$ cat config.mk
export PLATFORM = sky130hd
export DESIGN_NAME = fpu_dispatch_flat
export DESIGN_NICKNAME = d
export VERILOG_FILES = /design/src/rtl/fpu_dispatch_if.sv /design/src/rtl/fpu_dispatch.sv /design/src/flat_wrapper.sv
export SDC_FILE = /design/constraint.sdc
export NUM_CORES = 1
export LEC_CHECK = 0
export BUFFER_PORTS_ARGS = -buffer_cell sky130_fd_sc_hd__buf_2
export CAP_MARGIN = 0
export CORE_AREA = 10 10 87 146
export DETAILED_ROUTE_END_ITERATION = 10
export DIE_AREA = 0 0 97 156
export PLACE_DENSITY_LB_ADDON = 0.25
export SETUP_SLACK_MARGIN = 0.2
export SYNTH_ARGS = -nofsm -noshare
export SYNTH_HDL_FRONTEND = slang
export SYNTH_SLANG_ARGS = --single-unit
$ cat constraint.sdc
create_clock -name clk -period 9.9 [get_ports clk]
set_clock_uncertainty 0.05 [all_clocks]
set_input_delay 0.495 -clock clk [delete_from_list [all_inputs] [get_ports clk]]
set_output_delay 0.495 -clock clk [all_outputs]
set_load 0.005 [all_outputs]
$ cat src/rtl/fpu_dispatch_if.sv
// Bundle of every non-clock/reset signal around fpu_dispatch.
//   upstream : in_valid/in_ready handshake carrying in_op, in_rs1, in_rs2, in_rd
//   unit     : fpu_operation, fpu_operand_1/2 out; fpu_result, fpu_ready back
//   writeback: wb_valid/wb_ready handshake carrying wb_data, wb_rd, wb_err
//   status   : busy
// master = the dispatch block, slave = its environment (requester, unit, writeback).
interface fpu_dispatch_if #(
  parameter int unsigned WIDTH = 32
);
  logic             in_valid;
  logic             in_ready;
  logic [1:0]       in_op;
  logic [WIDTH-1:0] in_rs1;
  logic [WIDTH-1:0] in_rs2;
  logic [4:0]       in_rd;

  logic [WIDTH-1:0] fpu_operand_1;
  logic [WIDTH-1:0] fpu_operand_2;
  logic [1:0]       fpu_operation;
  logic [WIDTH-1:0] fpu_result;
  logic             fpu_ready;

  logic             wb_valid;
  logic             wb_ready;
  logic [WIDTH-1:0] wb_data;
  logic [4:0]       wb_rd;
  logic             wb_err;

  logic             busy;

  modport master (
    input  in_valid, in_op, in_rs1, in_rs2, in_rd,
    input  fpu_result, fpu_ready,
    input  wb_ready,
    output in_ready,
    output fpu_operand_1, fpu_operand_2, fpu_operation,
    output wb_valid, wb_data, wb_rd, wb_err,
    output busy
  );

  modport slave (
    output in_valid, in_op, in_rs1, in_rs2, in_rd,
    output fpu_result, fpu_ready,
    output wb_ready,
    input  in_ready,
    input  fpu_operand_1, fpu_operand_2, fpu_operation,
    input  wb_valid, wb_data, wb_rd, wb_err,
    input  busy
  );
endinterface

$ cat src/rtl/fpu_dispatch.sv
// Single-request dispatcher between an issue stage and a fixed-point unit.
// Accepts one request in IDLE, holds its operands on the unit through EXEC until
// fpu_ready (or a timeout), presents the result in RESP until writeback takes it,
// then spends one GAP cycle driving ADD/zero so the unit never sees two
// back-to-back multi-cycle ops.
// Ports:
//   clk   : clock, all state on rising edge
//   reset : asynchronous, active-high
//   bus   : fpu_dispatch_if.master (upstream, unit and writeback signals)
module fpu_dispatch #(
  parameter int unsigned WIDTH   = 32,
  parameter int unsigned TIMEOUT = 63
) (
  input logic            clk,
  input logic            reset,
  fpu_dispatch_if.master bus
);

  localparam logic [1:0] FpuAdd     = 2'd0;
  localparam logic [7:0] TimeoutCnt = 8'(TIMEOUT);

  typedef enum logic [1:0] {
    StIdle,
    StExec,
    StResp,
    StGap
  } state_e;

  state_e           state_q, state_d;
  logic [1:0]       op_q, op_d;
  logic [WIDTH-1:0] rs1_q, rs1_d;
  logic [WIDTH-1:0] rs2_q, rs2_d;
  logic [4:0]       rd_q, rd_d;
  logic [7:0]       cnt_q, cnt_d;
  logic [WIDTH-1:0] wb_data_q, wb_data_d;
  logic [4:0]       wb_rd_q, wb_rd_d;
  logic             wb_err_q, wb_err_d;

  // An unknown ready from the unit must never complete a request.
  logic fpu_ready_s;
  assign fpu_ready_s = (bus.fpu_ready === 1'b1);

  always_ff @(posedge clk or posedge reset) begin
    if (reset) begin
      state_q   <= StIdle;
      op_q      <= '0;
      rs1_q     <= '0;
      rs2_q     <= '0;
      rd_q      <= '0;
      cnt_q     <= '0;
      wb_data_q <= '0;
      wb_rd_q   <= '0;
      wb_err_q  <= 1'b0;
    end else begin
      state_q   <= state_d;
      op_q      <= op_d;
      rs1_q     <= rs1_d;
      rs2_q     <= rs2_d;
      rd_q      <= rd_d;
      cnt_q     <= cnt_d;
      wb_data_q <= wb_data_d;
      wb_rd_q   <= wb_rd_d;
      wb_err_q  <= wb_err_d;
    end
  end

  always_comb begin
    state_d   = state_q;
    op_d      = op_q;
    rs1_d     = rs1_q;
    rs2_d     = rs2_q;
    rd_d      = rd_q;
    cnt_d     = cnt_q;
    wb_data_d = wb_data_q;
    wb_rd_d   = wb_rd_q;
    wb_err_d  = wb_err_q;

    case (state_q)
      StIdle: begin
        if (bus.in_valid) begin
          op_d    = bus.in_op;
          rs1_d   = bus.in_rs1;
          rs2_d   = bus.in_rs2;
          rd_d    = bus.in_rd;
          cnt_d   = '0;
          state_d = StExec;
        end
      end
      StExec: begin
        cnt_d = cnt_q + 8'd1;
        // A result arriving on the timeout cycle still wins over the abort.
        if (fpu_ready_s) begin
          wb_data_d = bus.fpu_result;
          wb_rd_d   = rd_q;
          wb_err_d  = 1'b0;
          state_d   = StResp;
        end else if (cnt_q + 8'd1 == TimeoutCnt) begin
          wb_data_d = '0;
          wb_rd_d   = rd_q;
          wb_err_d  = 1'b1;
          state_d   = StResp;
        end
      end
      StResp: begin
        if (bus.wb_ready) begin
          state_d = StGap;
        end
      end
      StGap: begin
        state_d = StIdle;
      end
      default: begin
        state_d = StIdle;
      end
    endcase
  end

  // Outside EXEC the unit sees ADD with zero operands so nothing long-running starts.
  always_comb begin
    bus.in_ready      = (state_q == StIdle);
    bus.busy          = (state_q != StIdle);
    bus.wb_valid      = (state_q == StResp);
    bus.wb_data       = wb_data_q;
    bus.wb_rd         = wb_rd_q;
    bus.wb_err        = wb_err_q;
    bus.fpu_operation = FpuAdd;
    bus.fpu_operand_1 = '0;
    bus.fpu_operand_2 = '0;
    if (state_q == StExec) begin
      bus.fpu_operation = op_q;
      bus.fpu_operand_1 = rs1_q;
      bus.fpu_operand_2 = rs2_q;
    end
  end

endmodule

$ cat src/flat_wrapper.sv
// flat-port wrapper written by rule: the top's interface ports become plain ports
module fpu_dispatch_flat 
#(
  parameter int unsigned WIDTH   = 32,
  parameter int unsigned TIMEOUT = 63
)
  (clk, reset, bus_in_valid, bus_in_op, bus_in_rs1, bus_in_rs2, bus_in_rd, bus_fpu_result, bus_fpu_ready, bus_wb_ready, bus_in_ready, bus_fpu_operand_1, bus_fpu_operand_2, bus_fpu_operation, bus_wb_valid, bus_wb_data, bus_wb_rd, bus_wb_err, bus_busy);
  fpu_dispatch_if #(.WIDTH(WIDTH)) bus_i ();
  input logic clk;
  input logic reset;
  input wire logic [$bits(bus_i.in_valid)-1:0] bus_in_valid;
  input wire logic [$bits(bus_i.in_op)-1:0] bus_in_op;
  input wire logic [$bits(bus_i.in_rs1)-1:0] bus_in_rs1;
  input wire logic [$bits(bus_i.in_rs2)-1:0] bus_in_rs2;
  input wire logic [$bits(bus_i.in_rd)-1:0] bus_in_rd;
  input wire logic [$bits(bus_i.fpu_result)-1:0] bus_fpu_result;
  input wire logic [$bits(bus_i.fpu_ready)-1:0] bus_fpu_ready;
  input wire logic [$bits(bus_i.wb_ready)-1:0] bus_wb_ready;
  output wire logic [$bits(bus_i.in_ready)-1:0] bus_in_ready;
  output wire logic [$bits(bus_i.fpu_operand_1)-1:0] bus_fpu_operand_1;
  output wire logic [$bits(bus_i.fpu_operand_2)-1:0] bus_fpu_operand_2;
  output wire logic [$bits(bus_i.fpu_operation)-1:0] bus_fpu_operation;
  output wire logic [$bits(bus_i.wb_valid)-1:0] bus_wb_valid;
  output wire logic [$bits(bus_i.wb_data)-1:0] bus_wb_data;
  output wire logic [$bits(bus_i.wb_rd)-1:0] bus_wb_rd;
  output wire logic [$bits(bus_i.wb_err)-1:0] bus_wb_err;
  output wire logic [$bits(bus_i.busy)-1:0] bus_busy;
  assign bus_i.in_valid = bus_in_valid;
  assign bus_i.in_op = bus_in_op;
  assign bus_i.in_rs1 = bus_in_rs1;
  assign bus_i.in_rs2 = bus_in_rs2;
  assign bus_i.in_rd = bus_in_rd;
  assign bus_i.fpu_result = bus_fpu_result;
  assign bus_i.fpu_ready = bus_fpu_ready;
  assign bus_i.wb_ready = bus_wb_ready;
  assign bus_in_ready = bus_i.in_ready;
  assign bus_fpu_operand_1 = bus_i.fpu_operand_1;
  assign bus_fpu_operand_2 = bus_i.fpu_operand_2;
  assign bus_fpu_operation = bus_i.fpu_operation;
  assign bus_wb_valid = bus_i.wb_valid;
  assign bus_wb_data = bus_i.wb_data;
  assign bus_wb_rd = bus_i.wb_rd;
  assign bus_wb_err = bus_i.wb_err;
  assign bus_busy = bus_i.busy;
  fpu_dispatch #(.WIDTH(WIDTH), .TIMEOUT(TIMEOUT)) u_core (.clk(clk), .reset(reset), .bus(bus_i));
endmodule
==> reports/qor.csv, run 1 <==
metric,value,unit
number of buffers inserted by hold repair at cts,0,
CP Cell Sequence,"inv_1, ha_2, buf_4, inv_2, nor2_2, a22o_1",
"commonest non-fill, non-tap cells in the layout","buf_2, dfrtp_1, and2_1, mux2_1, a22o_1",
slowest CP cell,nor2_2,
maximum number of pins on one net before global-route repair,81,
Synth warnings,0,
Mapped Avg Cell Area,12.9,µm²
Final ANT Viol Nets,0,
DR iter-0 viols,122,
Setup TNS,0,ns
Setup WS post-layout,7.09,ns
total die area,15100,µm²
Worst Path Arrival,3.09,ns
vias in the first global route,4358,
Crit path largest cell delay,1.01,ns
Pleak,3.58,nW
cell area after synthesis,5240,µm²
pre-CTS worst setup slack,7.12,ns
post-CTS setup buffers,0,
n_diodes,0,
post-CTS resize count,0,
Startpoint Class,register,
I/O pins,215,
Site Rows,49,
Starting Density,51.2,%
CTS tree,built,
"Distinct cells, synth",43,
Vias/cell,5.22,
share of layout cells above drive strength 1,46.7,%
"FFs w/ async S/R, synth",100,%
fmax,0.355,GHz
"Remaining Overflow, GRT",0,
Power Density,318,nW/µm²
Syn Inst Count,407,
GR Util All Layers,18.3,%
H-tree Lvls,4,
Tcrit/Tclk final,28.4,%
Port Buffers,214,
routability cong.,0.841,
"Data required, critical path",10.18,ns
worst-path fanout max,80,
RSZ-0062 raised after global routing,no,
fin util,68.1,%
DIE HEIGHT,156,µm
sequential share of the synthesized area,56.8,%
Core Box Area,10200,µm²
"Reg clk slew, reported paths",0.06,ns
vias,3948,
first-pass GRT wire length,22300,µm
Residual DRC,0,
CP endpoint kind,register,
Num CTS Buffers,17,
final max-slew violation count,0,
Final setup viols,0,
die width,97,µm
final hold vios,0,
clock root cell,clkbuf_16,
number of flops mapped to enable cells by yosys,0,
"most common cell after layout, fill and taps aside",buf_2,
Synth Flop Type,dfrtp_1,
Max clock buf depth,2,
slew margin rel.,16.2,%
clock net sink count,119,
P&R area growth vs syn,33.1,%
Worst-Margin Slew,1.26,ns
Post-layout nets,730,
clock latency on the worst-skew pair,0.41,ns
Max Cap Viol,0,
TritonRoute pass-1 iters,4,
worst min path class,input port to async pin,
post-synthesis register bit count,119,
Crit Path Class,register to register,
Avg WL per Cell,18.5,µm
final wirelength,14000,µm
Final min period,2.81,ns
net count after synthesis,520,
status,"complete, no violations",
DPL Wire Length,10400,µm
Peak VDD IR,0.173,mV
initial antenna violation count,0,
## metal layers
metal,global-route usage [%],wire [µm],vias to the layer above
li1,-,-,1846
met1,18.1,5130,1884
met2,31.1,7090,175
met3,8.78,1300,43
met4,9.74,493,0
met5,0,0,-
## cells in the mapped netlist, types with 2 or more instances
cell	count	area, µm²
buf_6	5	56.3
mux2_2	31	349
mux2_1	41	462
nand2_1	10	37.5
and2_1	66	413
inv_2	2	7.51
dfrtp_1	119	2980
a21oi_1	2	10.0
nand3_1	4	20.0
inv_1	7	26.3
nor3_1	2	10.0
mux2_4	5	75.1
nor2_1	12	45.0
clkbuf_1	13	48.8
a31oi_1	2	12.5
a22o_1	32	280
ha_1	5	62.6
buf_1	4	15.0
o31a_1	3	26.3
nor2b_1	2	12.5
o21ai_0	12	60.1
buf_2	3	15.0
nand4_1	5	31.3
## state kept, by name, indices dropped and copies added (netlist names)
name                cells
u_core.bus.wb_data     32
u_core.rs1_q           32
u_core.rs2_q           32
u_core.cnt_q            8
u_core.bus.wb_rd        5
u_core.rd_q             5
u_core.op_q             2
u_core.state_q          2
u_core.bus.wb_err       1
## final timing paths
kind                                                from                                  to  slack [ns]  cells past startpoint
min in group clk                          bus_in_rs1[14]        u_core.rs1_q[14]$_DFFE_PP0P_        0.24                      2
min reg2reg                 u_core.rs1_q[14]$_DFFE_PP0P_        u_core.rs1_q[14]$_DFFE_PP0P_        0.43                      1
max reg2reg                u_core.state_q[1]$_DFFE_PP0P_  u_core.bus.wb_data[31]$_DFFE_PP0P_        7.09                      6
max                        u_core.state_q[1]$_DFFE_PP0P_  u_core.bus.wb_data[31]$_DFFE_PP0P_        7.09                      6
min                                                reset        u_core.rs1_q[26]$_DFFE_PP0P_        0.15                      2
max in group asynchronous                          reset         u_core.cnt_q[0]$_DFFE_PP0P_        8.40                      3
## report_power, final
part / leakage [nW] / total [W] / internal [W] / switching [W]
sequential: 1.43 / 0.000847 / 0.000725 / 0.000121
clock: 0.297 / 0.000626 / 0.000409 / 0.000217
combinational: 1.86 / 0.000744 / 0.000402 / 0.000342
total: 3.58 / 0.00222 / 0.00154 / 0.000680
## per-stage QoR
| stage | instances | hold WS, ns | total power, W | instance area [µm²] |
|---|---|---|---|---|
| detailed placement | 725 | 0.423 | 0.00161 | 6370 |
| CTS | 757 | 0.171 | 0.00225 | 6980 |
| finish | 757 | 0.146 | 0.00222 | 6980 |
| floorplan | 407 | 0.406 | 0.00129 | 5240 |
| global route | 757 | 0.187 | 0.00237 | 6980 |
| global placement | 725 | 0.415 | 0.00157 | 6370 |
## layout make-up
| class | count | area, µm² |
|---|---|---|
| fill | 756 | 3260 |
| sequential | 119 | 2980 |
| multi-input combinational | 254 | 2110 |
| timing repair buffer | 216 | 1090 |
| clock buffer | 21 | 460 |
| tap | 127 | 159 |
| clock inverter | 11 | 148 |
| inverter | 9 | 36.3 |
## logic make-up (layout without fill, tap and decap cells)
logic type | count (synthesis) | after routing | synth area share (%)
AOI/OAI and AO/OA | 62 | 62 | 9.52
xor gates and xnor gates | 1 | 1 | 0.167
adders and majority gates | 5 | 5 | 1.19
buffers and inverters | 34 | 257 | 3.22
DFF | 119 | 119 | 56.8
muxes | 78 | 78 | 17.1
and+or+nand+nor | 108 | 108 | 12.0
## critical path: cells and delay by family, from the launching register on
family	cells	cell delay [ns]
compound gates	1	0.30
fa+ha+maj	1	0.16
simple gates	1	1.01
buf+inv	3	0.80
flops	1	0.39
Power figures use the tool's default switching activity.
==> run 2, diff against run 1 <==
--- a/config.mk
+++ b/config.mk
@@ -7,9 +7,9 @@
 export LEC_CHECK = 0
 export BUFFER_PORTS_ARGS = -buffer_cell sky130_fd_sc_hd__buf_2
 export CAP_MARGIN = 0
-export CORE_AREA = 10 10 87 146
+export CORE_AREA = 10 10 94 158
 export DETAILED_ROUTE_END_ITERATION = 10
-export DIE_AREA = 0 0 97 156
+export DIE_AREA = 0 0 104 168
 export PLACE_DENSITY_LB_ADDON = 0.25
 export SETUP_SLACK_MARGIN = 0.2
 export SYNTH_ARGS = -nofsm -noshare
==> constraint.sdc (replaced) <==
create_clock -name clk -period 2.5 [get_ports clk]
set_clock_uncertainty 0.05 [all_clocks]
set_input_delay 0.125 -clock clk [delete_from_list [all_inputs] [get_ports clk]]
set_output_delay 0.125 -clock clk [all_outputs]
set_load 0.005 [all_outputs]
==> reports/qor.csv, run 2 (same netlist as run 1, synthesis figures left out) <==
metric,value,unit,change
Final ANT Viol Nets,0,,unchanged
Post-layout nets,849,,+16%
TritonRoute pass-1 iters,4,,unchanged
GR Util All Layers,18.4,%,+0.026 points
"commonest non-fill, non-tap cells in the layout","buf_2, dfrtp_1, dlygate4sd3_1, and2_1, mux2_1",,
routability cong.,0.827,,-1.7%
Core Box Area,12300,µm²,+20%
maximum number of pins on one net before global-route repair,120,,+48%
Max Cap Viol,0,,unchanged
flop2flop setup slack,0.26,ns,-6.82 ns
"most common cell after layout, fill and taps aside",buf_2,,
Switching Share,32.1,%,+1.4 points
Tcrit/Tclk final,89.5,%,+61 points
worst-path fanout max,5,,-94%
"Reg clk slew, reported paths",0.05,ns,about the same
Final setup viols,0,,unchanged
Power Density,1070,nW/µm²,+240%
Final min period,2.24,ns,-0.575 ns
min-delay src,bus_in_valid,,
Worst Path Arrival,2.48,ns,-0.61 ns
P&R area growth vs syn,55.8,%,
Pleak,4.04,nW,+13%
vias,4505,,+14%
Residual DRC,0,,unchanged
Max clock buf depth,2,,unchanged
DPL Wire Length,10400,µm,-0.54%
slowest CP cell,or4_4,,
worst r2r src,u_core.cnt_q[0]$_DFFE_PP0P_,,
Peak VDD IR,0.543,mV,+210%
FILL cells,921,,+22%
Net Switching,0.00281,W,+310%
Num CTS Buffers,17,,unchanged
initial antenna violation count,1,,+1
I/O pins,215,,unchanged
slew margin rel.,56.5,%,+40 points
Worst R2R Path Depth,6,,unchanged
CTS tree,built,,
Comb power frac,37.0,%,+3.4 points
clock share of power,24.5,%,-3.8 points
clock root cell,clkbuf_16,,
fmax,0.447,GHz,+26%
Crit Path Class,register to register,,
DIE HEIGHT,168,µm,+7.7%
Starting Density,42.6,%,-8.6 points
DR iter-0 viols,112,,-8.2%
Critical R2R Capture,u_core.bus.wb_rd[0]$_DFFE_PP0P_,,
Avg WL per Cell,17.4,µm,-6.2%
pre-CTS worst setup slack,0.130,ns,-6.99 ns
Setup TNS,0,ns,unchanged
"Remaining Overflow, GRT",0,,unchanged
Seq pwr share,38.5,%,+0.3 points
Startpoint Class,register,,
H-tree Lvls,4,,unchanged
register area,2980,µm²,unchanged
Hold EP,u_core.cnt_q[2]$_DFFE_PP0P_,,
Site Rows,54,,+10%
Vias/cell,4.91,,-5.9%
clock latency on the worst-skew pair,0.41,ns,about the same
CP endpoint kind,register,,
share of layout cells above drive strength 1,41.5,%,-5.1 points
clock net sink count,119,,unchanged
first-pass GRT wire length,26100,µm,+17%
RSZ-0062 raised after global routing,yes,,
final max-slew violation count,0,,unchanged
total die area,17500,µm²,+15%
final hold vios,0,,unchanged
Port Buffers,214,,unchanged
final wirelength,15900,µm,+14%
"Data required, critical path",2.74,ns,-7.44 ns
worst min path class,input port to register,,
status,"complete, no violations",,
vias in the first global route,5070,,+16%
die width,104,µm,+7.2%
hold depth,3,,
CP Cell Sequence,"ha_4, nand3_4, or4_4, a31oi_4, o21ai_2, mux2_4",,
hold slack final,0.123,ns,-0.0230 ns
Worst-Margin Slew,0.652,ns,-0.604 ns
Pint,0.00593,W,+290%
Setup WS post-layout,0.261,ns,-6.82 ns
Crit path largest cell delay,0.53,ns,-0.48 ns
area of the multi-input gates,2160,µm²,+2.3%
run 2: changes by cell type in the layout (fill, tap and decap cells not counted), sizes merged:
cell         before  now
clkinv            6    8
diode             0    1
dlygate4sd3       0  104
o21ai            15   17
buf             216  229
inv              10    8
bufinv            3    0
clkinvlp          1    5
clkbuf           21   20
run 2: layout make-up:
type / instances / area share (%)
well taps: 168 / 2.57
clock buffers: 20 / 5.47
multi-input cells: 256 / 26.4
flip-flops and latches: 119 / 36.5
repair buffers: 333 / 27.6
clock inverters: 12 / 0.996
diodes: 1 / 0.0306
inverters: 9 / 0.460
run 2: critical path, delay by kind of cell, from the launching register on:
kind	cells	cell delay [ns]
AOI/OAI and AO/OA	2	0.54
muxes	1	0.34
DFF	1	0.38
and+or+nand+nor	2	0.63
adders and majority gates	1	0.18
run 2: how the worst max path moves through the flow:
stage / slack, ns / endpoint / cells past startpoint / start
finish: 0.26 / u_core.bus.wb_rd[0]$_DFFE_PP0P_ / 6 / u_core.cnt_q[0]$_DFFE_PP0P_
global placement: 0.20 / u_core.bus.wb_rd[2]$_DFFE_PP0P_ / 6 / u_core.cnt_q[0]$_DFFE_PP0P_
global route: 0.18 / u_core.bus.wb_rd[1]$_DFFE_PP0P_ / 6 / u_core.cnt_q[0]$_DFFE_PP0P_
floorplan: 0.36 / u_core.bus.wb_data[0]$_DFFE_PP0P_ / 7 / u_core.cnt_q[0]$_DFFE_PP0P_
detailed placement: 0.13 / u_core.bus.wb_rd[4]$_DFFE_PP0P_ / 6 / u_core.cnt_q[0]$_DFFE_PP0P_
CTS: 0.22 / u_core.bus.wb_data[25]$_DFFE_PP0P_ / 7 / u_core.cnt_q[0]$_DFFE_PP0P_
run 2: metrics by stage:
step / util (%) / power (W) / std cells / instance area, µm²
after global placement: 52.8 / 0.00631 / 773 / 6500
after floorplan: - / 0.00512 / 407 / 5250
after detailed placement: 52.8 / 0.00646 / 773 / 6500
after global routing: 66.4 / 0.00935 / 918 / 8170
after CTS: 66.0 / 0.00880 / 915 / 8110
final: 66.4 / 0.00874 / 918 / 8170
run 2: what timing repair did:
item / in CTS / in global routing
hold buffers: 104 / 0
gates resized for setup: 0 / 6
cloned: 1 / 1
hold endpoints to repair: 222 / 0
setup endpoints to repair: 5 / 36
setup buffers: 5 / 1
pin swaps: 1 / 2
run 2: per-layer routing:
layer,up-vias,wire length [µm],global-route usage [%],part of all wire (%)
li1,2100,-,-,-
met1,2201,5750,19.0,36
met2,178,8510,32.4,53
met3,26,1340,6.88,8.4
met4,0,335,7.96,2.1
met5,-,0,0,0
run 2: power by group through the flow:
| stage | registers [W] | clock network, W | logic (W) |
|---|---|---|---|
| 2_1_floorplan | 0.00328 | 0 | 0.00184 |
| 3_3_place_gp | 0.00331 | 0 | 0.00300 |
| 3_5_place_dp | 0.00336 | 0 | 0.00310 |
| 4_1_cts | 0.00334 | 0.00220 | 0.00326 |
| 5_1_grt | 0.00349 | 0.00228 | 0.00358 |
| 6_report | 0.00337 | 0.00214 | 0.00323 |
==> run 3, diff against run 2 <==
--- a/config.mk
+++ b/config.mk
@@ -15,3 +15,4 @@
 export SYNTH_ARGS = -nofsm -noshare
 export SYNTH_HDL_FRONTEND = slang
 export SYNTH_SLANG_ARGS = --single-unit
+export TNS_END_PERCENT = 50
==> constraint.sdc (replaced) <==
create_clock -name clk -period 1.8 [get_ports clk]
set_clock_uncertainty 0.05 [all_clocks]
set_input_delay 0.09 -clock clk [delete_from_list [all_inputs] [get_ports clk]]
set_output_delay 0.09 -clock clk [all_outputs]
set_load 0.005 [all_outputs]
==> reports/qor.csv, run 3 (same netlist as run 1, synthesis figures left out) <==
metric,value,unit,change
status,"finished, violations left",,
failing checks,setup timing,,
FILL cells,631,,-31%
Worst-Margin Slew,0.350,ns,-0.301 ns
"most used cell, CP",buf_12,,
Avg WL per Cell,21.4,µm,+23%
Crit path largest cell delay,0.51,ns,-0.02 ns
Site Rows,54,,unchanged
slew margin rel.,76.6,%,+20 points
Final setup viols,70,,+70
vias,4924,,+9.3%
share of layout cells above drive strength 1,60.5,%,+19 points
area of the multi-input gates,2710,µm²,+26%
"Data required, critical path",2.03,ns,-0.71 ns
flop2flop setup slack,-0.43,ns,-0.69 ns
CTS tree,built,,
Port Buffers,214,,unchanged
final max-slew violation count,0,,unchanged
Starting Density,42.6,%,unchanged
DIE HEIGHT,168,µm,unchanged
"commonest non-fill, non-tap cells in the layout","buf_2, dfrtp_1, dlygate4sd3_1, buf_6, mux2_4",,
I/O pins,215,,unchanged
CP endpoint kind,register,,
GR Util All Layers,23.0,%,+4.6 points
Power Density,1690,nW/µm²,+58%
die width,104,µm,unchanged
Startpoint Class,register,,
clock net sink count,119,,unchanged
Peak VDD IR,1.14,mV,+110%
final wirelength,20800,µm,+30%
Setup WS post-layout,-0.431,ns,-0.693 ns
Max clock buf depth,2,,unchanged
H-tree Lvls,4,,unchanged
CP Cell Sequence,"buf_4, and3b_1, or4_4, a31oi_4, o21ai_4, buf_12, buf_12, a22o_1",,
Design Power,0.0171,W,+96%
routability cong.,0.830,,+0.45%
Placed Cells incl. Taps,795,,+2.8%
Max Cap Viol,0,,unchanged
Crit Path Class,register to register,,
worst-path fanout max,5,,unchanged
first-pass GRT wire length,32100,µm,+23%
TritonRoute pass-1 iters,4,,unchanged
DR iter-0 viols,193,,+72%
Residual DRC,0,,unchanged
RSZ-0062 raised after global routing,yes,,
Setup TNS,-16.58,ns,-16.58 ns
Final min period,2.23,ns,-0.00734 ns
DPL Wire Length,11000,µm,+6.1%
final hold vios,0,,unchanged
"Remaining Overflow, GRT",0,,unchanged
"Reg clk slew, reported paths",0.06,ns,about the same
worst min path class,input port to async pin,,
Final ANT Viol Nets,0,,unchanged
register area,2980,µm²,about the same
total die area,17500,µm²,unchanged
"most common cell after layout, fill and taps aside",buf_2,,
Finished Layout Cells,971,,+5.8%
Tcrit/Tclk final,124,%,+34 points
Core Box Area,12300,µm²,unchanged
P&R area growth vs syn,93.4,%,
fmax,0.448,GHz,+0.33%
slowest CP cell,or4_4,,
clock root cell,clkbuf_16,,
Worst Path Arrival,2.46,ns,-0.02 ns
Vias/cell,5.07,,+3.3%
clock latency on the worst-skew pair,0.40,ns,about the same
Num CTS Buffers,17,,unchanged
Post-layout nets,903,,+6.4%
maximum number of pins on one net before global-route repair,64,,-47%
vias in the first global route,5767,,+14%
Pleak,5.07,nW,+25%
initial antenna violation count,0,,-1
## run 3: changes by cell type in the layout (fill, tap and decap cells not counted), sizes merged
cell / delta
clkinv: -3
inv: +2
buf: +52
clkinvlp: -3
o21ai: +1
clkbuf: -1
bufinv: +5
## run 3: worst paths after layout
| check | from | to | cells after the start |
|---|---|---|---|
| max in group asynchronous | reset | u_core.rs1_q[7]$_DFFE_PP0P_ | 4 |
| worst max register to register | u_core.cnt_q[1]$_DFFE_PP0P_ | u_core.bus.wb_data[9]$_DFFE_PP0P_ | 8 |
| worst min register to register | u_core.bus.wb_data[10]$_DFFE_PP0P_ | u_core.bus.wb_data[10]$_DFFE_PP0P_ | 1 |
| worst max-delay path | u_core.cnt_q[1]$_DFFE_PP0P_ | u_core.bus.wb_data[9]$_DFFE_PP0P_ | 8 |
| worst min-delay path | reset | u_core.rs2_q[20]$_DFFE_PP0P_ | 3 |
| min in group clk | bus_in_valid | u_core.cnt_q[4]$_DFFE_PP0P_ | 4 |
## run 3: report_power, final
part	internal [W]	total (W)	switching, W
sequential	0.00400	0.00485	0.000853
combinational	0.00542	0.00847	0.00305
clock	0.00251	0.00380	0.00129
## run 3: timing repair
action | CTS | global route
buffers inserted | 15 | 12
hold buffers | 104 | 0
endpoints found under the hold margin | 217 | 0
endpoints found under the setup margin | 182 | 187
gates cloned | 11 | 2
gates resized for setup | 204 | 73
pin swaps | 20 | 25
## run 3: routing by layer
layer | global-route usage (%) | share of wire, % | vias up | wire [µm]
met3 | 7.07 | 6.2 | 38 | 1290
li1 | - | - | 2203 | -
met4 | 10.6 | 3.0 | 0 | 621
met2 | 41.2 | 54 | 203 | 11300
met1 | 24.0 | 36 | 2480 | 7550
met5 | 0 | 0 | - | 0
## run 3: through the flow
step	setup slack (ns)	hold WS [ns]	utilization (%)	instance area (µm²)
after floorplan	-0.336	0.172	-	5250
after global placement	-0.379	0.0252	54.8	6740
after detailed placement	-0.465	0.0371	54.8	6740
after CTS	-0.413	0.139	79.0	9720
after global routing	-0.481	0.176	82.4	10100
final	-0.431	0.161	82.5	10100
## run 3: area by class of cell
cell class	instances	area share, %
flip-flops and latches	119	29.4
clock buffers	18	4.33
multi-input cells	257	26.7
inverters	9	0.494
diodes	1	0.0247
well taps	168	2.07
clock inverters	13	2.16
repair buffers	386	34.8
## run 3: worst max-delay path, delay by kind of cell, from the launching register on
kind                   cells  cell delay [ns]
and+or+nand+nor            2             0.68
buffers and inverters      3             0.42
DFF                        1             0.40
AOI/OAI and AO/OA          3             0.55
